==> config.mk <==
export PLATFORM = sky130hd
export DESIGN_NAME = mem_bus_arbiter_flat
export DESIGN_NICKNAME = d
export VERILOG_FILES = /design/src/rtl/mem_bus_arbiter_if.sv /design/src/rtl/mem_bus_arbiter.sv /design/src/flat_wrapper.sv
export SDC_FILE = /design/constraint.sdc
export NUM_CORES = 1
export LEC_CHECK = 0
export ABC_AREA = 1
export BUFFER_PORTS_ARGS = -buffer_cell sky130_fd_sc_hd__buf_2
export CAP_MARGIN = 0
export CORE_AREA = 5 5 142 144
export DETAILED_ROUTE_END_ITERATION = 12
export DIE_AREA = 0 0 147 149
export HOLD_SLACK_MARGIN = 0.02
export PLACE_DENSITY = 0.64
export SLEW_MARGIN = 15
export SYNTH_ARGS = -nofsm -noshare
export SYNTH_HDL_FRONTEND = slang
export SYNTH_SLANG_ARGS = --single-unit
==> constraint.sdc <==
create_clock -name clk -period 3.95 [get_ports clk]
set_clock_uncertainty 0.05 [all_clocks]
set_input_delay 0.1975 -clock clk [delete_from_list [all_inputs] [get_ports clk]]
set_output_delay 0.1975 -clock clk [all_outputs]
set_load 0.1 [all_outputs]
==> src/rtl/mem_bus_arbiter_if.sv <==
// rtl/mem_bus_arbiter_if.sv - requester, memory and status signals of the two-master memory bus arbiter
interface mem_bus_arbiter_if #(
  parameter int ADDR_WIDTH = 6,
  parameter int DATA_WIDTH = 32
);
  logic                  m0_req;
  logic [ADDR_WIDTH-1:0] m0_addr;
  logic [DATA_WIDTH-1:0] m0_wdata;
  logic                  m0_we;
  logic                  m0_done;
  logic                  m0_err;
  logic [DATA_WIDTH-1:0] m0_rdata;

  logic                  m1_req;
  logic [ADDR_WIDTH-1:0] m1_addr;
  logic [DATA_WIDTH-1:0] m1_wdata;
  logic                  m1_we;
  logic                  m1_done;
  logic                  m1_err;
  logic [DATA_WIDTH-1:0] m1_rdata;

  logic [ADDR_WIDTH-1:0] mem_addr;
  logic [DATA_WIDTH-1:0] mem_wdata;
  logic                  mem_we;
  logic                  mem_req_valid;
  logic                  mem_data_valid;
  logic [DATA_WIDTH-1:0] mem_rdata;

  logic                  grant_id;
  logic                  busy;

  // Arbiter side: takes requests and memory responses, drives everything else.
  modport slave (
    input  m0_req, m0_addr, m0_wdata, m0_we,
    input  m1_req, m1_addr, m1_wdata, m1_we,
    input  mem_data_valid, mem_rdata,
    output m0_done, m0_err, m0_rdata,
    output m1_done, m1_err, m1_rdata,
    output mem_addr, mem_wdata, mem_we, mem_req_valid,
    output grant_id, busy
  );

  modport master (
    output m0_req, m0_addr, m0_wdata, m0_we,
    output m1_req, m1_addr, m1_wdata, m1_we,
    output mem_data_valid, mem_rdata,
    input  m0_done, m0_err, m0_rdata,
    input  m1_done, m1_err, m1_rdata,
    input  mem_addr, mem_wdata, mem_we, mem_req_valid,
    input  grant_id, busy
  );
endinterface

==> src/rtl/mem_bus_arbiter.sv <==
// rtl/mem_bus_arbiter.sv - round-robin two-master arbiter for a single-port memory bus with timeout watchdog
module mem_bus_arbiter #(
  parameter int MEM_DEPTH  = 64,
  parameter int DATA_WIDTH = 32,
  parameter int TIMEOUT    = 16
) (
  input  logic                clk,
  input  logic                reset,
  mem_bus_arbiter_if.slave    bus
);
  localparam int ADDR_WIDTH = $clog2(MEM_DEPTH);
  localparam bit TIMEOUT_EN = (TIMEOUT != 0);
  localparam int CW         = TIMEOUT_EN ? $clog2(TIMEOUT + 1) : 1;
  localparam logic [CW-1:0] CNT_LAST = CW'(TIMEOUT_EN ? TIMEOUT - 1 : 0);
  localparam logic [CW-1:0] CNT_MAX  = {CW{1'b1}};

  typedef enum logic [1:0] {IDLE, WAIT, RESP} state_t;

  state_t                state_q, state_d;
  logic [ADDR_WIDTH-1:0] addr_q, addr_d;
  logic [DATA_WIDTH-1:0] wdata_q, wdata_d;
  logic                  we_q, we_d;
  logic                  req_valid_q, req_valid_d;
  logic                  gid_q, gid_d;
  logic                  last_q, last_d;
  logic                  busy_q, busy_d;
  logic [CW-1:0]         cnt_q, cnt_d;
  logic                  done0_q, done0_d;
  logic                  done1_q, done1_d;
  logic                  err0_q, err0_d;
  logic                  err1_q, err1_d;
  logic [DATA_WIDTH-1:0] rdata0_q, rdata0_d;
  logic [DATA_WIDTH-1:0] rdata1_q, rdata1_d;

  logic                  pick;
  logic                  resp_fire;
  logic                  resp_err;
  logic [DATA_WIDTH-1:0] resp_rdata;

  always_ff @(posedge clk or posedge reset) begin
    if (reset) begin
      state_q     <= IDLE;
      addr_q      <= '0;
      wdata_q     <= '0;
      we_q        <= 1'b0;
      req_valid_q <= 1'b0;
      gid_q       <= 1'b0;
      last_q      <= 1'b1;
      busy_q      <= 1'b0;
      cnt_q       <= '0;
      done0_q     <= 1'b0;
      done1_q     <= 1'b0;
      err0_q      <= 1'b0;
      err1_q      <= 1'b0;
      rdata0_q    <= '0;
      rdata1_q    <= '0;
    end else begin
      state_q     <= state_d;
      addr_q      <= addr_d;
      wdata_q     <= wdata_d;
      we_q        <= we_d;
      req_valid_q <= req_valid_d;
      gid_q       <= gid_d;
      last_q      <= last_d;
      busy_q      <= busy_d;
      cnt_q       <= cnt_d;
      done0_q     <= done0_d;
      done1_q     <= done1_d;
      err0_q      <= err0_d;
      err1_q      <= err1_d;
      rdata0_q    <= rdata0_d;
      rdata1_q    <= rdata1_d;
    end
  end

  always_comb begin
    state_d     = state_q;
    addr_d      = addr_q;
    wdata_d     = wdata_q;
    we_d        = we_q;
    req_valid_d = req_valid_q;
    gid_d       = gid_q;
    last_d      = last_q;
    busy_d      = busy_q;
    cnt_d       = cnt_q;
    done0_d     = 1'b0;
    done1_d     = 1'b0;
    err0_d      = err0_q;
    err1_d      = err1_q;
    rdata0_d    = rdata0_q;
    rdata1_d    = rdata1_q;
    resp_fire   = 1'b0;
    resp_err    = 1'b0;
    resp_rdata  = '0;

    // On a tie the master that did not win last time gets the bus.
    pick = (bus.m0_req && bus.m1_req) ? ~last_q : ~bus.m0_req;

    case (state_q)
      IDLE: begin
        if (bus.m0_req || bus.m1_req) begin
          addr_d      = pick ? bus.m1_addr  : bus.m0_addr;
          wdata_d     = pick ? bus.m1_wdata : bus.m0_wdata;
          we_d        = pick ? bus.m1_we    : bus.m0_we;
          gid_d       = pick;
          last_d      = pick;
          req_valid_d = 1'b1;
          busy_d      = 1'b1;
          cnt_d       = '0;
          state_d     = WAIT;
        end
      end

      WAIT: begin
        // Data arriving on the expiry cycle still counts as a good completion.
        if (bus.mem_data_valid) begin
          resp_fire  = 1'b1;
          resp_rdata = we_q ? '0 : bus.mem_rdata;
        end else if (TIMEOUT_EN && (cnt_q == CNT_LAST)) begin
          resp_fire = 1'b1;
          resp_err  = 1'b1;
        end else if (cnt_q != CNT_MAX) begin
          cnt_d = cnt_q + CW'(1);
        end

        if (resp_fire) begin
          req_valid_d = 1'b0;
          state_d     = RESP;
          if (gid_q) begin
            done1_d  = 1'b1;
            err1_d   = resp_err;
            rdata1_d = resp_rdata;
          end else begin
            done0_d  = 1'b1;
            err0_d   = resp_err;
            rdata0_d = resp_rdata;
          end
        end
      end

      RESP: begin
        busy_d  = 1'b0;
        state_d = IDLE;
      end

      default: begin
        state_d = IDLE;
      end
    endcase
  end

  assign bus.mem_addr      = addr_q;
  assign bus.mem_wdata     = wdata_q;
  assign bus.mem_we        = we_q;
  assign bus.mem_req_valid = req_valid_q;
  assign bus.grant_id      = gid_q;
  assign bus.busy          = busy_q;
  assign bus.m0_done       = done0_q;
  assign bus.m0_err        = err0_q;
  assign bus.m0_rdata      = rdata0_q;
  assign bus.m1_done       = done1_q;
  assign bus.m1_err        = err1_q;
  assign bus.m1_rdata      = rdata1_q;
endmodule

==> src/flat_wrapper.sv <==
// flat-port wrapper written by rule: the top's interface ports become plain ports
module mem_bus_arbiter_flat 
#(
  parameter int MEM_DEPTH  = 64,
  parameter int DATA_WIDTH = 32,
  parameter int TIMEOUT    = 16
)
  (clk, reset, bus_m0_req, bus_m0_addr, bus_m0_wdata, bus_m0_we, bus_m1_req, bus_m1_addr, bus_m1_wdata, bus_m1_we, bus_mem_data_valid, bus_mem_rdata, bus_m0_done, bus_m0_err, bus_m0_rdata, bus_m1_done, bus_m1_err, bus_m1_rdata, bus_mem_addr, bus_mem_wdata, bus_mem_we, bus_mem_req_valid, bus_grant_id, bus_busy);
  mem_bus_arbiter_if #(.DATA_WIDTH(DATA_WIDTH)) bus_i ();
  input  logic clk;
  input  logic reset;
  input wire logic [$bits(bus_i.m0_req)-1:0] bus_m0_req;
  input wire logic [$bits(bus_i.m0_addr)-1:0] bus_m0_addr;
  input wire logic [$bits(bus_i.m0_wdata)-1:0] bus_m0_wdata;
  input wire logic [$bits(bus_i.m0_we)-1:0] bus_m0_we;
  input wire logic [$bits(bus_i.m1_req)-1:0] bus_m1_req;
  input wire logic [$bits(bus_i.m1_addr)-1:0] bus_m1_addr;
  input wire logic [$bits(bus_i.m1_wdata)-1:0] bus_m1_wdata;
  input wire logic [$bits(bus_i.m1_we)-1:0] bus_m1_we;
  input wire logic [$bits(bus_i.mem_data_valid)-1:0] bus_mem_data_valid;
  input wire logic [$bits(bus_i.mem_rdata)-1:0] bus_mem_rdata;
  output wire logic [$bits(bus_i.m0_done)-1:0] bus_m0_done;
  output wire logic [$bits(bus_i.m0_err)-1:0] bus_m0_err;
  output wire logic [$bits(bus_i.m0_rdata)-1:0] bus_m0_rdata;
  output wire logic [$bits(bus_i.m1_done)-1:0] bus_m1_done;
  output wire logic [$bits(bus_i.m1_err)-1:0] bus_m1_err;
  output wire logic [$bits(bus_i.m1_rdata)-1:0] bus_m1_rdata;
  output wire logic [$bits(bus_i.mem_addr)-1:0] bus_mem_addr;
  output wire logic [$bits(bus_i.mem_wdata)-1:0] bus_mem_wdata;
  output wire logic [$bits(bus_i.mem_we)-1:0] bus_mem_we;
  output wire logic [$bits(bus_i.mem_req_valid)-1:0] bus_mem_req_valid;
  output wire logic [$bits(bus_i.grant_id)-1:0] bus_grant_id;
  output wire logic [$bits(bus_i.busy)-1:0] bus_busy;
  assign bus_i.m0_req = bus_m0_req;
  assign bus_i.m0_addr = bus_m0_addr;
  assign bus_i.m0_wdata = bus_m0_wdata;
  assign bus_i.m0_we = bus_m0_we;
  assign bus_i.m1_req = bus_m1_req;
  assign bus_i.m1_addr = bus_m1_addr;
  assign bus_i.m1_wdata = bus_m1_wdata;
  assign bus_i.m1_we = bus_m1_we;
  assign bus_i.mem_data_valid = bus_mem_data_valid;
  assign bus_i.mem_rdata = bus_mem_rdata;
  assign bus_m0_done = bus_i.m0_done;
  assign bus_m0_err = bus_i.m0_err;
  assign bus_m0_rdata = bus_i.m0_rdata;
  assign bus_m1_done = bus_i.m1_done;
  assign bus_m1_err = bus_i.m1_err;
  assign bus_m1_rdata = bus_i.m1_rdata;
  assign bus_mem_addr = bus_i.mem_addr;
  assign bus_mem_wdata = bus_i.mem_wdata;
  assign bus_mem_we = bus_i.mem_we;
  assign bus_mem_req_valid = bus_i.mem_req_valid;
  assign bus_grant_id = bus_i.grant_id;
  assign bus_busy = bus_i.busy;
  mem_bus_arbiter #(.MEM_DEPTH(MEM_DEPTH), .DATA_WIDTH(DATA_WIDTH), .TIMEOUT(TIMEOUT)) u_core (.clk(clk), .reset(reset), .bus(bus_i));
endmodule
==> results.toml, run 1 <==
[logic_synthesis]
synth_cells = 718
ys_warn_count = 0
synthSimpleGateAreaFrac_pct = 25.8
netlist_area_mm2 = 0.00550
synth-xor-area-share_pct = 0
synth_top_family_by_area = "simple AND/OR/NAND/NOR gates"
yosysSeqAreaShare_pct = 53.7
postSynthAreaPerCell_um2 = 7.66
synthDistinctLibCells = 24
syn-num-nets = 837
ys_ff_latch = 118
synth_mux_area_share_pct = 0
synth_compound_area_share_pct = 10.0
synthAdderAreaFrac_pct = 0.911

[critical_path]
path_class = "reg -> reg"
endpoint_kind = "flop"
cp-start-kind = "flop"
critical_path.startpoint = "u_core.cnt_q[0]$_DFFE_PP0P_"
critical_path.cell_chain = "ha_1, nand2_1, nor2_1, ha_1, nor2_2, nor2_4, inv_4, nor2_4, nand2_1, nand2_1"
cpMaxStageDelayCell = "nor2_4"
crit_path_max_incr_delay_ns = 0.70
crit_top_cell = "nand2_1"
arrival_ns = 2.84
worstPathRequired_ns = 4.24
r2r_start = "u_core.cnt_q[0]$_DFFE_PP0P_"
critPathMaxFanout = 69

[floorplanning]
pin_count = 225
die_area_mm2 = 0.0219
die_h_um = 149
row_count = 50
fp.dieW_um = 147
start_util_pct = 29.6
core_area_mm2 = 0.0186

[status]
outcome = "finished clean"

[global_routing]
globalRouteOverflowTotal = 0
antenna_found_initial = 2
grt_max_degree = 70
grt_pass1_wl_um = 26700
grt_usage_pct = 14.9
grt_pass1_vias = 5285

[clock_tree]
numCtsBuffers = 17
clock_sinks = 118
cts_hold_buf = 28
cts-root-buf = "clkbuf_16"
post_cts.repair.setup_buffers = 0
ctsLongestPathBuffers = 2
cts_tree = "done"
clk_latency_ns = 0.42
cts_resized = 0
path_clk_slew_ns = 0.05
htree_num_levels = 4

[drt]
drtIter0Drc = 170
vias_per_cell = 4.36
dr.pass1.iters = 4
num_vias = 5249
ant_nets = 0
drc = 0
wl_per_cell_um = 13.4
wl_um = 16100

[placement]
gp_congestion = 0.774
dpl.hpwl_um = 11100
port_buffers = 224

[sta]
max_clock_freq_ghz = 0.392
timing.final.crit_share_pct = 64.5
finalCriticalPeriod_ns = 2.55
worstMarginPinSlew_ns = 0.892
maxSlewHeadroom_pct = 40.3
finalHoldViolCount = 0
hold_ws_ns = 0.0319
slew_violations = 0
setup_viol = 0
tns_ns = 0
rsz0062_at_grt = "false"

[final_layout]
fillerInstances = 1874
diodes = 0
final_nets = 1077
layout-drive-gt1-share_pct = 28.4
fin_util_pct = 41.3
syn_to_final_growth_pct = 39.5

[min_path]
hold_start = "bus_m0_wdata[1]"
hp-class = "in -> reg"

[run]
max_cap_viol_count = 0
-- cell usage after synthesis (all sizes together) --
cell	number	area [µm²]
buf	25	156
o21ai	110	551
nor2	84	349
clkbuf	15	57.6
dfstp	1	26.3
inv	81	307
nand4	1	6.26
nand2	271	1020
ha	4	50.1
nor3b	1	7.51
nand3	7	35.0
clkinv	1	3.75
dfrtp	117	2930
-- state kept, by name (all words and copies together), names as in the netlist --
signal and flops:
u_core.bus.busy 1, u_core.bus.grant_id 1, u_core.bus.m0_done 1, u_core.bus.m0_err 1
u_core.bus.m0_rdata 32, u_core.bus.m1_done 1, u_core.bus.m1_err 1, u_core.bus.m1_rdata 32
u_core.bus.mem_addr 6, u_core.bus.mem_req_valid 1, u_core.bus.mem_wdata 32, u_core.bus.mem_we 1
u_core.cnt_q 5, u_core.last_q 1, u_core.state_q 2
-- final timing paths --
kind                       slack [ns]                              endpoint  cells after the start
setup / recovery                 1.40   u_core.bus.m0_rdata[29]$_DFFE_PP0P_                     10
hold / removal                   0.03   u_core.bus.mem_wdata[1]$_DFFE_PP0P_                      3
setup reg to reg                 1.40   u_core.bus.m0_rdata[29]$_DFFE_PP0P_                     10
hold reg to reg                  0.41  u_core.bus.mem_req_valid$_DFFE_PP0P_                      2
max in group asynchronous        2.46  u_core.bus.mem_wdata[21]$_DFFE_PP0P_                      4
min in group asynchronous        0.41   u_core.bus.m1_rdata[20]$_DFFE_PP0P_                      3
-- layout make-up --
class                      instances  area (µm²)  area share [%]
clock buffer                      19         453            5.91
inverter                          82         313            4.08
multi-input combinational        478        2030            26.5
clock inverter                    13         155            2.02
tap                              234         293            3.82
sequential                       118        2950            38.5
timing repair buffer             261        1470            19.2
-- cell families after synthesis --
family,count (synthesis)
and+or+nand+nor,364
adders and majority gates,4
AOI/OAI and AO/OA,110
buffers and inverters,122
DFF,118
-- critical path, delay by kind of cell (launching register included) --
kind          cells  cell delay (ns)
simple gates      7             1.37
flops             1             0.40
fa+ha+maj         2             0.38
buf+inv           1             0.23
-- per-stage QoR --
stage	cells	setup slack (ns)	cell area [µm²]
floorplan	718	0.575	5500
global placement	1145	1.44	6780
detailed placement	1145	1.38	6780
CTS	1205	1.35	7670
global route	1205	1.11	7670
finish	1205	1.40	7670
-- routing by layer --
layer | global-route usage, % | wire length, µm
met5 | 0 | 27
met4 | 4.29 | 186
met3 | 5.99 | 1440
met2 | 23.7 | 7180
met1 | 19.0 | 7300
-- cell usage in the layout (no fill, tap or decap), types with 2 or more instances in the layout --
cell type	Yosys	routed
clkinv_4	0	2
nor2_4	2	2
o21ai_0	79	79
clkinvlp_4	0	3
buf_4	4	9
nor2_1	80	80
inv_4	1	2
nand3_1	7	7
clkbuf_16	0	17
dfrtp_1	117	117
inv_1	79	78
nand2_2	1	2
bufinv_16	0	3
o21ai_1	31	30
clkbuf_8	0	2
ha_1	4	4
clkinv_2	0	5
buf_2	14	224
nand2_1	270	269
dlygate4sd3_1	0	28
Power of run 1 is left out: the tool's default activity adds up to more than one toggle a clock period on the data nets, which glitch-free logic cannot reach.
==> inputs of run 2 (changes only) <==
==> constraint.sdc (replaced) <==
create_clock -name clk -period 2.6 [get_ports clk]
set_clock_uncertainty 0.05 [all_clocks]
set_input_delay 0.13 -clock clk [delete_from_list [all_inputs] [get_ports clk]]
set_output_delay 0.13 -clock clk [all_outputs]
set_load 0.1 [all_outputs]
==> run 2 against run 1 <==
- clock-buffer cell count grew 3
- hold slack worse by 0.0023 ns
- die area unchanged
- sequential share of layout area decreased by 4.1 points
- flip-flop and latch count is the same
- worst setup slack lost 1.0 ns
- utilization rose by 4.9 points
- final cell count up 6.6%
- non-clock buffer count is 80 higher
- design area up 12%
- first-iteration DRC count up 54%
- routed wire length up 8.7%
- highest routed layer unchanged
==> results.toml, run 2 (same netlist as run 1, synthesis figures left out) <==
[critical_path]
worstPathRequired_ns = 2.90
endpoint_kind = "flop"
arrival_ns = 2.54
critPathMaxFanout = 52
path_class = "reg -> reg"
cp-start-kind = "flop"

[drt]
drc = 0
dr.pass1.iters = 4
vias_per_cell = 4.39
ant_nets = 0
wl_per_cell_um = 13.6
drtIter0Drc = 262
num_vias = 5643
wl_um = 17500

[floorplanning]
fp.dieW_um = 147
die_area_mm2 = 0.0219
die_h_um = 149
row_count = 50
core_area_mm2 = 0.0186
pin_count = 225
start_util_pct = 29.6

[final_layout]
final_nets = 1157
layout_common_cells = "nand2_1, buf_2, dfrtp_1"
layout-drive-gt1-share_pct = 26.1
diodes = 0
layout_commonest_cell = "nand2_1"
syn_to_final_growth_pct = 56.1

[sta]
setup_viol = 0
timing.final.crit_share_pct = 86.3
max_clock_freq_ghz = 0.446
finalHoldViolCount = 0
finalCriticalPeriod_ns = 2.24
slew_violations = 0
tns_ns = 0
maxSlewHeadroom_pct = 46.8
rsz0062_at_grt = "false"
worstMarginPinSlew_ns = 0.798
hold_ws_ns = 0.0295

[clock_tree]
htree_num_levels = 4
clk_latency_ns = 0.41
cts-root-buf = "clkbuf_16"
path_clk_slew_ns = 0.06
post_cts.repair.setup_buffers = 0
cts_hold_buf = 108
ctsLongestPathBuffers = 2
cts_tree = "done"
clock_sinks = 118
numCtsBuffers = 17
cts_resized = 0

[run]
max_cap_viol_count = 0

[placement]
port_buffers = 224
gp_congestion = 0.797
dpl.hpwl_um = 11000

[global_routing]
antenna_found_initial = 1
grt_max_degree = 119
globalRouteOverflowTotal = 0
grt_pass1_wl_um = 29000
grt_usage_pct = 16.3
grt_pass1_vias = 5826

[min_path]
hp-class = "in -> reg"

[status]
outcome = "finished clean"
==> run 2: cell types whose count changed in the layout (fill, tap and decap cells not counted), sizes merged <==
| cell | before | now |
|---|---|---|
| clkinvlp | 3 | 2 |
| dlygate4sd3 | 28 | 108 |
| clkinv | 8 | 4 |
| clkbuf | 19 | 22 |
| bufinv | 3 | 5 |
==> run 2: through the flow <==
step           std cells  cell area (µm²)  setup slack (ns)  utilization, %
4_1_cts             1285             8580             0.382            46.2
3_3_place_gp        1145             6830             0.546            36.8
2_1_floorplan        718             5500             0.651               -
6_report            1285             8580             0.356            46.2
3_5_place_dp        1145             6830             0.495            36.8
5_1_grt             1285             8580             0.215            46.2
==> run 2: final timing paths <==
path,startpoint,endpoint,slack [ns],cells past startpoint
setup / recovery,u_core.last_q$_DFFE_PP1P_,u_core.bus.mem_addr[0]$_DFFE_PP0P_,0.36,8
hold / removal,bus_m1_we,u_core.bus.mem_we$_DFFE_PP0P_,0.03,5
setup reg to reg,u_core.last_q$_DFFE_PP1P_,u_core.bus.mem_addr[0]$_DFFE_PP0P_,0.36,8
hold reg to reg,u_core.bus.mem_req_valid$_DFFE_PP0P_,u_core.bus.mem_req_valid$_DFFE_PP0P_,0.42,2
max in group asynchronous,reset,u_core.bus.m1_rdata[28]$_DFFE_PP0P_,1.48,4
min in group asynchronous,reset,u_core.bus.m0_rdata[23]$_DFFE_PP0P_,0.33,4
==> run 2: area by class of cell <==
class / instances / area (µm²)
fill: 1787 / 10000
sequential: 118 / 2950
timing repair buffer: 341 / 2320
multi-input combinational: 478 / 2030
clock buffer: 22 / 474
inverter: 82 / 314
tap: 234 / 293
clock inverter: 10 / 193
==> run 2: metal layers <==
| layer | global-route usage [%] | wire (µm) | vias to the layer above |
|---|---|---|---|
| met5 | 0 | 13 | - |
| met4 | 4.52 | 157 | 2 |
| met3 | 5.83 | 1630 | 13 |
| met2 | 26.3 | 8010 | 235 |
| met1 | 20.7 | 7720 | 2565 |
| li1 | - | - | 2828 |
==> run 2: worst max-delay path: stages (launching register included) <==
cell           delay, ns
dfstp_2             0.51
inv_1               0.04
nand2_1             0.06
nand2_2             0.29
buf_12              0.31
nand2_1             0.08
nand2_1             0.05
o21ai_0             0.18
dlygate4sd3_1       0.58
Power of run 2 is left out for the same reason.
==> inputs of run 3 (changes only) <==
--- a/config.mk
+++ b/config.mk
@@ -6,13 +6,13 @@
 export NUM_CORES = 1
 export LEC_CHECK = 0
 export ABC_AREA = 1
-export BUFFER_PORTS_ARGS = -buffer_cell sky130_fd_sc_hd__buf_2
 export CAP_MARGIN = 0
 export CORE_AREA = 5 5 142 144
 export DETAILED_ROUTE_END_ITERATION = 12
 export DIE_AREA = 0 0 147 149
+export DONT_BUFFER_PORTS = 1
 export HOLD_SLACK_MARGIN = 0.02
-export PLACE_DENSITY = 0.64
+export PLACE_DENSITY = 0.54
 export SLEW_MARGIN = 15
 export SYNTH_ARGS = -nofsm -noshare
 export SYNTH_HDL_FRONTEND = slang
==> run 3 against run 2 <==
- flip-flop and latch count stayed put
- first-iteration DRC count is 42% lower
- hold slack better by 0.028 ns
- final cell count is 8.5% lower
==> results.toml, run 3 (same netlist as run 1, synthesis figures left out) <==
[drt]
num_vias = 5225
wl_um = 17400
drc = 0
ant_nets = 0
vias_per_cell = 4.44
drtIter0Drc = 153
wl_per_cell_um = 14.8
dr.pass1.iters = 4

[sta]
finalCriticalPeriod_ns = 2.38
maxSlewHeadroom_pct = 42.1
rsz0062_at_grt = "false"
timing.final.crit_share_pct = 91.5
tns_ns = 0
slew_violations = 0
worstMarginPinSlew_ns = 0.869
setup_viol = 0
max_clock_freq_ghz = 0.420
finalHoldViolCount = 0

[floorplanning]
fp.dieW_um = 147
pin_count = 225
die_h_um = 149
start_util_pct = 29.6
die_area_mm2 = 0.0219
core_area_mm2 = 0.0186
row_count = 50

[critical_path]
endpoint_kind = "flop"
path_class = "reg -> reg"
reg2reg_slack_ns = 0.22
critPathMaxFanout = 55
r2r_start = "u_core.cnt_q[0]$_DFFE_PP0P_"
arrival_ns = 2.67
rr_worst_depth = 10
rr_endpoint = "u_core.bus.m1_rdata[13]$_DFFE_PP0P_"
worstPathRequired_ns = 2.89
cp-start-kind = "flop"

[final_layout]
layout_commonest_cell = "nand2_1"
multi_input_area_mm2 = 0.00204
final_nets = 1048
fillerInstances = 1821
syn_to_final_growth_pct = 50.4
seqCellArea_mm2 = 0.00296
layout_common_cells = "nand2_1, buf_4, dfrtp_1"
layout-drive-gt1-share_pct = 17.1
diodes = 0
final_cells = 1176

[run]
max_cap_viol_count = 0

[global_routing]
grt_pass1_vias = 5321
grt_max_degree = 62
globalRouteOverflowTotal = 0
antenna_found_initial = 0
grt_pass1_wl_um = 27700
grt_usage_pct = 15.7

[placement]
gp_congestion = 0.779
port_buffers = 0
dpl.hpwl_um = 10900
dp.cells = 1029

[clock_tree]
ctsLongestPathBuffers = 2
numCtsBuffers = 17
clk_latency_ns = 0.40
cts_tree = "done"
htree_num_levels = 4
clock_sinks = 118
path_clk_slew_ns = 0.06
cts-root-buf = "clkbuf_16"

[min_path]
hold_start = "bus_mem_data_valid"
hp-class = "in -> reg"
hold_end = "u_core.cnt_q[3]$_DFFE_PP0P_"
whs_path_depth = 4

[status]
outcome = "finished clean"
run 3: changes by cell type in the layout (fill, tap and decap cells not counted), sizes merged:
cell | before | now
inv | 81 | 80
clkbuf | 22 | 24
buf | 233 | 117
dlygate4sd3 | 108 | 114
clkinv | 4 | 5
nor2 | 84 | 85
bufinv | 5 | 3
run 3: worst max path at each step:
stage,start,endpoint,cells past startpoint
2_1_floorplan,u_core.bus.grant_id$_DFFE_PP0P_,u_core.bus.m1_rdata[0]$_DFFE_PP0P_,5
3_3_place_gp,u_core.cnt_q[0]$_DFFE_PP0P_,u_core.bus.m0_rdata[16]$_DFFE_PP0P_,10
3_5_place_dp,u_core.cnt_q[0]$_DFFE_PP0P_,u_core.bus.m0_err$_DFFE_PP0P_,10
4_1_cts,u_core.cnt_q[0]$_DFFE_PP0P_,u_core.bus.m0_rdata[3]$_DFFE_PP0P_,10
5_1_grt,u_core.cnt_q[0]$_DFFE_PP0P_,u_core.bus.m1_rdata[13]$_DFFE_PP0P_,10
6_report,u_core.cnt_q[0]$_DFFE_PP0P_,u_core.bus.m1_rdata[13]$_DFFE_PP0P_,10
run 3: critical path, cell delays in order (launching register included):
cell and delay [ns]:
dfrtp_1 0.42, ha_1 0.23, nand2_1 0.08, nor2_1 0.07, ha_1 0.21, nor2_2 0.14
nor2_4 0.07, inv_4 0.20, buf_4 0.52, o21ai_0 0.20, nand2_1 0.09
run 3: through the flow:
step	hold slack, ns	area [µm²]	utilization, %	setup slack, ns
floorplan	0.249	5500	-	0.651
global placement	0.113	6480	34.9	0.305
detailed placement	0.117	6480	34.9	0.214
CTS	0.0343	8260	44.4	0.182
global route	0.0845	8270	44.5	0.0586
finish	0.0571	8270	44.5	0.221
run 3: area by class of cell:
class | instances | area share (%)
clock inverter | 8 | 1.42
multi-input combinational | 479 | 24.7
inverter | 82 | 3.80
tap | 234 | 3.54
sequential | 118 | 35.7
clock buffer | 24 | 6.19
timing repair buffer | 231 | 24.6
run 3: per-layer routing:
layer / routed length (µm) / share of wire [%] / up-vias / track usage [%]
li1: - / - / 2614 / -
met1: 7530 / 43 / 2381 / 18.8
met2: 8160 / 47 / 211 / 26.5
met3: 1380 / 7.9 / 19 / 5.32
met4: 325 / 1.9 / 0 / 5.36
met5: 0 / 0 / - / 0
run 3: timing repair:
action                                  4_1_cts  5_1_grt
hold buffers                                114        0
endpoints found under the setup margin        0        9
gates resized for setup                       0        1
hold endpoints to repair                    136        0
buffers inserted                              0        0
Power of run 3 is left out for the same reason.
